`src/rtl/vending_machine_mp.sv`:
```
// Multi-product vending controller: coin credit, N_PROD slots at one PRICE, greedy serial change, refund, restock.
// Latency: coin/sel/cancel sampled at edge k act in cycle k+1; change coins then stream one per cycle.
// Backpressure: none upstream; coins offered while busy or over the credit ceiling are bounced via coin_reject.
//
// Ports:
//   clk, rst                 rising-edge clock, asynchronous active-high reset
//   nickel, dime, quarter    one-cycle coin pulses (more than one high = illegal coin)
//   sel [N_PROD]             one-hot product request pulse
//   cancel                   refund request pulse
//   restock, restock_id      add one unit to slot restock_id (saturating)
//   credit                   current credit in cents
//   vend [N_PROD]            one-cycle dispense pulse
//   change_quarter/dime/nickel  one-cycle change-coin pulses, at most one per cycle
//   coin_reject              previous-edge coin was returned
//   sold_out [N_PROD]        slot stock is zero
//   busy                     machine is in VEND or CHANGE
module vending_machine_mp #(
   parameter int PRICE      = 20,
   parameter int MAX_CREDIT = 60,
   parameter int N_PROD     = 2,
   parameter int STOCK_MAX  = 7,
   localparam int CREDIT_W  = $clog2(MAX_CREDIT + 1),
   localparam int ID_W      = (N_PROD > 1) ? $clog2(N_PROD) : 1,
   localparam int STOCK_W   = $clog2(STOCK_MAX + 1)
) (
   input  logic                clk,
   input  logic                rst,
   input  logic                nickel,
   input  logic                dime,
   input  logic                quarter,
   input  logic [N_PROD-1:0]   sel,
   input  logic                cancel,
   input  logic                restock,
   input  logic [ID_W-1:0]     restock_id,
   output logic [CREDIT_W-1:0] credit,
   output logic [N_PROD-1:0]   vend,
   output logic                change_quarter,
   output logic                change_dime,
   output logic                change_nickel,
   output logic                coin_reject,
   output logic [N_PROD-1:0]   sold_out,
   output logic                busy
);

   typedef enum logic [1:0] {IDLE, VEND, CHANGE} state_t;

   state_t              state_q, state_d;
   logic [CREDIT_W-1:0] credit_q, credit_d;
   logic [N_PROD-1:0]   vend_q, vend_d;
   logic                reject_q, reject_d;
   logic [STOCK_W-1:0]  stock_q [N_PROD];
   logic [STOCK_W-1:0]  stock_d [N_PROD];

   logic [1:0]          coin_cnt;
   logic                coin_any;
   logic                coin_ok;
   logic [CREDIT_W-1:0] coin_val;
   logic [CREDIT_W:0]   credit_sum;
   logic                sel_ok;
   logic [N_PROD-1:0]   take;
   logic [N_PROD-1:0]   restock_hit;
   logic [CREDIT_W-1:0] chg_val;

   always_ff @(posedge clk or posedge rst) begin
      if (rst) begin
         state_q  <= IDLE;
         credit_q <= '0;
         vend_q   <= '0;
         reject_q <= 1'b0;
         for (int i = 0; i < N_PROD; i++) stock_q[i] <= STOCK_W'(STOCK_MAX);
      end else begin
         state_q  <= state_d;
         credit_q <= credit_d;
         vend_q   <= vend_d;
         reject_q <= reject_d;
         stock_q  <= stock_d;
      end
   end

   always_comb begin
      coin_cnt   = {1'b0, nickel} + {1'b0, dime} + {1'b0, quarter};
      coin_any   = nickel | dime | quarter;
      coin_ok    = (coin_cnt == 2'd1);
      coin_val   = quarter ? CREDIT_W'(25) : (dime ? CREDIT_W'(10) : CREDIT_W'(5));
      // One extra bit so the ceiling check sees the true sum before it is committed.
      credit_sum = {1'b0, credit_q} + {1'b0, coin_val};

      sel_ok = 1'b0;
      for (int i = 0; i < N_PROD; i++) begin
         if (sel[i] && (stock_q[i] != '0)) sel_ok = 1'b1;
      end
      sel_ok = sel_ok && $onehot(sel) && (credit_q >= CREDIT_W'(PRICE));

      // Greedy change coin; credit is always a multiple of 5 and non-zero in CHANGE.
      if (credit_q >= CREDIT_W'(25))      chg_val = CREDIT_W'(25);
      else if (credit_q >= CREDIT_W'(10)) chg_val = CREDIT_W'(10);
      else                                chg_val = CREDIT_W'(5);

      state_d  = state_q;
      credit_d = credit_q;
      vend_d   = '0;
      reject_d = 1'b0;
      take     = '0;

      case (state_q)
         IDLE: begin
            if (cancel && (credit_q != '0)) begin
               state_d  = CHANGE;
               reject_d = coin_any;
            end else if (sel_ok) begin
               credit_d = credit_q - CREDIT_W'(PRICE);
               take     = sel;
               vend_d   = sel;
               state_d  = VEND;
               reject_d = coin_any;
            end else if (coin_any) begin
               if (coin_ok && (credit_sum <= (CREDIT_W+1)'(MAX_CREDIT)))
                  credit_d = credit_sum[CREDIT_W-1:0];
               else
                  reject_d = 1'b1;
            end
         end
         VEND: begin
            reject_d = coin_any;
            state_d  = (credit_q != '0) ? CHANGE : IDLE;
         end
         CHANGE: begin
            reject_d = coin_any;
            credit_d = credit_q - chg_val;
            if (credit_d == '0) state_d = IDLE;
         end
         default: state_d = IDLE;
      endcase

      // A restock landing on the slot being vended cancels the decrement.
      stock_d = stock_q;
      for (int i = 0; i < N_PROD; i++) begin
         restock_hit[i] = restock && (restock_id == ID_W'(i));
         if (take[i] && !restock_hit[i])
            stock_d[i] = stock_q[i] - 1'b1;
         else if (restock_hit[i] && !take[i] && (stock_q[i] != STOCK_W'(STOCK_MAX)))
            stock_d[i] = stock_q[i] + 1'b1;
      end
   end

   // Outputs decode registered state only.
   always_comb begin
      credit         = credit_q;
      vend           = vend_q;
      coin_reject    = reject_q;
      busy           = (state_q != IDLE);
      change_quarter = 1'b0;
      change_dime    = 1'b0;
      change_nickel  = 1'b0;
      if (state_q == CHANGE) begin
         change_quarter = (chg_val == CREDIT_W'(25));
         change_dime    = (chg_val == CREDIT_W'(10));
         change_nickel  = (chg_val == CREDIT_W'(5));
      end
      for (int i = 0; i < N_PROD; i++) sold_out[i] = (stock_q[i] == '0);
   end

endmodule

```
`config.mk`:
```
export PLATFORM = sky130hd
export DESIGN_NAME = vending_machine_mp
export DESIGN_NICKNAME = d
export VERILOG_FILES = /design/src/rtl/vending_machine_mp.sv
export SDC_FILE = /design/constraint.sdc
export NUM_CORES = 1
export LEC_CHECK = 0
export CAP_MARGIN = 20
export CORE_MARGIN = 3
export CORE_UTILIZATION = 45
export DETAILED_ROUTE_END_ITERATION = 8
export PLACE_DENSITY = 0.75
export SLEW_MARGIN = 40
export SYNTH_ARGS = -nofsm -noshare
export SYNTH_HDL_FRONTEND = slang
export SYNTH_SLANG_ARGS = --single-unit
```
`constraint.sdc`:
```
create_clock -name clk -period 9.5 [get_ports clk]
set_input_delay 1.9 -clock clk [delete_from_list [all_inputs] [get_ports clk]]
set_output_delay 1.9 -clock clk [all_outputs]
set_load 0.02 [all_outputs]
```
=== After elaboration in Yosys (flattened, before gate mapping) ===
Index checks and enable logic that the tools add are counted.

* Muxes and demuxes: 31
* Reductions and logical operators: 32
* Bitwise operators: 3
* Eq/ne operators: 14
* $lt $le $gt $ge: 4
* $add $sub $neg: 10

{| class="wikitable"
|+ Operators with widths
! kind !! number
|-
| 6-bit 2-to-1 mux || 4
|-
| 3-bit inequality test, second input constant || 5
|-
| 1-bit logical AND || 14
|-
| 2-bit 2-to-1 mux || 7
|-
| 6-bit by 5-bit greater-or-equal comparator with 1-bit output, second input constant || 2
|-
| 3-bit 2-to-1 mux || 4
|-
| 6-bit case mux with 2 select lines || 1
|-
| 5-bit 2-to-1 mux || 2
|-
| 1-bit 2-to-1 mux || 9
|-
| 4-bit 2-to-1 mux || 2
|-
| 2-bit nonzero test || 4
|-
| 6-bit by 5-bit adder with 7-bit output || 1
|-
| 7-bit by 6-bit less-or-equal comparator with 1-bit output, second input constant || 1
|-
| 3-bit by 1-bit adder with 3-bit output, second input constant || 2
|-
| 2-bit by 1-bit equality test with 1-bit output, second input constant || 3
|-
| 6-bit by 3-bit equality test with 1-bit output, second input constant || 1
|-
| 6-bit by 4-bit equality test with 1-bit output, second input constant || 1
|-
| 6-bit by 5-bit equality test with 1-bit output, second input constant || 1
|-
| 6-bit by 4-bit greater-or-equal comparator with 1-bit output, second input constant || 1
|-
| 3-bit logical NOT || 2
|-
| 6-bit logical NOT || 1
|-
| 2-bit case mux with 3 select lines || 1
|-
| 3-bit nonzero test || 2
|-
| 6-bit nonzero test || 1
|-
| 15 further kinds || 22
|}

* Output and inout port bits: 15
* Logic and storage cells: 100
* Flip-flop bits (word level): 17

=== Longest topological paths before layout ===
* Depth in word-level cells: 14
* Gate-level depth with buffers: 15

=== Worst setup path before layout ===
OpenSTA, ideal clock, no wires.

* Kind: input-to-reg
* Start: in quarter
* End: reg credit_q[5], in the netlist credit[5]
* Cell stages on the path: 8
* Setup slack: 5.353 ns
* Data arrival time: 4.022 ns
* Data required time: 9.375 ns
* Buffers on the path: 0
* Cells stage by stage: or2_2 ha_1 or4b_1 o2111ai_1 a211oi_1 nor4_4 o2bb2ai_2 mux2_4

* Longest elaborated chain between the ends: 7

{| class="wikitable"
|+ RTL lines
! item !! RTL line !! RTL
|-
| from (decl) || 30 || <nowiki>input logic quarter,</nowiki>
|-
| parallel branches: the longest is 7 deep, another holds 6-bit by 5-bit adder with 7-bit output || - ||
|-
| to (signal assigned) || 73 || <nowiki>credit_q <= credit_d;</nowiki>
|-
| to (decl) || 48 || <nowiki>logic [CREDIT_W-1:0] credit_q, credit_d;</nowiki>
|}

Parallel ways; which one is timed is not known. The select of a mux whose other input is x is not followed.
A chain may end at the register's enable or synchronous reset.

=== Worst setup path after layout ===
Same ends and word-level chain as after synthesis.

==> run_results.csv <==
group,metric,value,unit
run_status,outcome,"completed",
floorplan,start_util,0.474,
global_route,grt_overflow,0,
pwr,vdd_drop_max,0.151,mV
timing,rsz0062_at_grt,"false",
cts,worstSkewPairLatency,250,ps
pwr,power_density,404,nW/um^2
timing,period_minus_slack,4530,ps
setup_path,worstPathRequired,9640,ps
drt,ant_nets,0,
timing,fin_crit_sh,0.476,
logic_synthesis,ys.warnings.count,0,
setup_path,startpoint_type,"primary input",
drt,num_vias,1608,
cts,cts_repair_resize_count,0,
setup_path,rr_worst_depth,13,
placement,gp_congestion,0.799,
timing,finalSetupViolations,0,
pwr,p_total,906,uW
logic_synthesis,syn_avg_cell_area,9.07,um^2
logic_synthesis,synth_edf_count,0,
drt,drcViolationCount,0,
logic_synthesis,syn-num-nets,246,
drt,viasPerCell,5.66,
drt,wl_per_cell,14.4,um
floorplan,die_h,71.4,um
global_route,grt_max_degree,21,
logic_synthesis,syn_inst,212,
layout,nets,269,
cts,post_cts_buffers,0,
floorplan,dieWidth,71.4,um
layout,multiInputGateArea,1390,um^2
setup_path,end_kind,"flip-flop",
floorplan,die_area,5090,um^2
logic_synthesis,syn_area,1920,um^2
cts,clkSinkCount,17,
logic_synthesis,yosysTopAreaCellShare,0.143,
layout,fill_cells,369,
cts,cts_buffers,3,
setup_path,crit-reg2reg-launch,"credit[2]",
logic_synthesis,yosysUniqueCellTypes,53,
setup_path,cp.arrival,4670,ps
timing,maxSlewHeadroom,0.546,
timing,hold_slack,530,ps
setup_path,path_max_fanout,5,
logic_synthesis,ys_ff_latch,17,
timing,finalClockSkew,1.41,ps
setup_path,path_class,"primary input to flip-flop",
cts,root_buffer,"clkbuf_8",
layout,post-route-util,0.553,
worst_hold_path,holdPathStages,2,
worst_hold_path,min-delay-start,"stock_q[0]",
timing,final_hold_viol_count,0,
logic_synthesis,yosysTopAreaCell,"dfrtp_1",
timing,finalMaxSlewViolations,0,
timing,worstMarginPinSlew,681,ps
worst_hold_path,min_path_type,"flip-flop to flip-flop",
cts,clk_pin_slew_worst_paths,70,ps
cts,clock_path_buffers,2,
floorplan,row_count,23,
timing,setup_tns,0,ps
placement,port_buffers,24,
cts,htree_levels,1,
global_route,grt_use_total,0.167,
global_route,grt_first_pass_wirelength,6.98,mm
placement,dp_hpwl,3.16,mm
setup_path,cp-startpoint,"quarter",
timing,fin_ws,4970,ps
layout,drive_above_1_share,0.0983,
floorplan,core_area,4060,um^2
global_route,grt_pass1_vias,1504,
timing,fmax,0.221,GHz
placement,post-place-ws,4720,ps
logic_synthesis,ys_top_cells_by_area,"dfrtp_1 (14%), ha_1 (12%), dfstp_2 (8.2%)",
logic_synthesis,yosysSeqAreaShare,0.225,
layout,seqCellArea,433,um^2
pwr,p_leak,0.959,nW
drt,dr.first_iter.drc_count,131,
cts,cts_tree,"done",
drt,wl,4.08,mm
logic_synthesis,synthArstFlopShare,1.00,
layout,area_growth,16.7,%
logic_synthesis,synth-main-ff-cell,"dfrtp_1",
drt,first_pass_iters,4,
flow_run,drv_cap,0,
floorplan,io_pins,25,
global_route,antenna_found_initial,0,
cts,postCtsHoldBufs,0,
layout,diodes,0,
-- flip-flops by register name (all words and copies together) (netlist names) --
name	count
credit	6
coin_reject	1
vend	2
stock_q	6
state_q	2
-- worst paths after layout --
check                        endpoint  slack, ps
min in group asynchronous     vend[0]       2040
max                         credit[5]       4970
max reg2reg                state_q[1]       5910
min                        stock_q[0]        530
min reg2reg                stock_q[0]        530
max in group asynchronous   credit[4]       7050
-- metal layers --
layer / vias up / track usage / share of wire
li1: 817 / - / -
met1: 761 / 0.229 / 0.49
met2: 26 / 0.281 / 0.47
met3: 4 / 0.0252 / 0.034
met4: 0 / 0.0313 / 0.0054
met5: - / 0 / 0
-- final cells by class --
| type | instances | share of cell area |
|---|---|---|
| multi-input combinational | 169 | 0.618 |
| sequential | 17 | 0.193 |
| inverter | 20 | 0.0334 |
| clock buffer | 3 | 0.0184 |
| tap | 50 | 0.0279 |
| clock inverter | 1 | 0.00223 |
| timing repair buffer | 24 | 0.107 |
-- placed cells by master, fill, tap and decap left out, types with 4 or more instances in the layout --
| master | synthesis | routed |
|---|---|---|
| a211oi_1 | 6 | 6 |
| a21o_1 | 5 | 5 |
| a21oi_1 | 16 | 16 |
| clkdlybuf4s50_1 | 0 | 24 |
| dfrtp_1 | 11 | 11 |
| dfstp_2 | 6 | 6 |
| fa_1 | 5 | 5 |
| ha_1 | 19 | 19 |
| inv_1 | 20 | 20 |
| mux2_1 | 4 | 4 |
| mux2i_1 | 7 | 7 |
| nand2_1 | 16 | 16 |
| nand2b_1 | 6 | 6 |
| nand3_1 | 5 | 5 |
| nand3b_1 | 5 | 5 |
| nor2_1 | 8 | 8 |
| nor3_1 | 5 | 5 |
| o21ai_0 | 8 | 8 |
| xnor2_1 | 4 | 4 |
| xor2_1 | 4 | 4 |
-- kinds of logic after synthesis --
logic type | synth area share
AO/OA/AOI/OAI | 0.213
adder cells (fa/ha/maj) | 0.176
buffers and inverters | 0.0533
flip-flops | 0.225
AND/OR/NAND/NOR | 0.221
multiplexers | 0.0755
XOR/XNOR | 0.0364
-- Yosys cell counts (all sizes together), types with 2 or more instances --
cell type  count
o22ai          2
nor3b          2
or3b           4
nor3           5
nand3b         5
nand2b         6
nor2           8
o21ai          9
fa             5
nand2         16
nor2b          3
a22o           2
xor2           4
buf            2
a21oi         17
mux2i          7
o211ai         3
a21boi         2
a21o           5
nor4           4
ha            19
nand3          5
clkbuf         4
a2111o         2
inv           20
xnor2          4
a211oi         7
mux2           6
dfstp          6
and2           3
dfrtp         11
-- power by group --
group | leakage, nW | switching (mW) | internal (mW) | total [mW]
logic | 0.735 | 0.359 | 0.303 | 0.663
registers | 0.198 | 0.0721 | 0.116 | 0.188
clock network | 0.0255 | 0.0259 | 0.0291 | 0.0550
total | 0.959 | 0.457 | 0.449 | 0.906
-- worst max-delay path, stage by stage --
cell             delay [ps]
clkdlybuf4s50_1         460
or2_2                   370
ha_1                    320
or4b_1                  530
o2111ai_1               110
a211oi_1                120
nor4_4                  360
o2bb2ai_2               180
mux2_4                  320
-- stage by stage --
stage / std cells / area (um^2)
4_1_cts: 284 / 2240
5_1_grt: 284 / 2240
3_3_place_gp: 280 / 2200
6_report: 284 / 2240
2_1_floorplan: 212 / 1920
3_5_place_dp: 280 / 2200
Note: power is estimated with default switching activity, not from simulation.
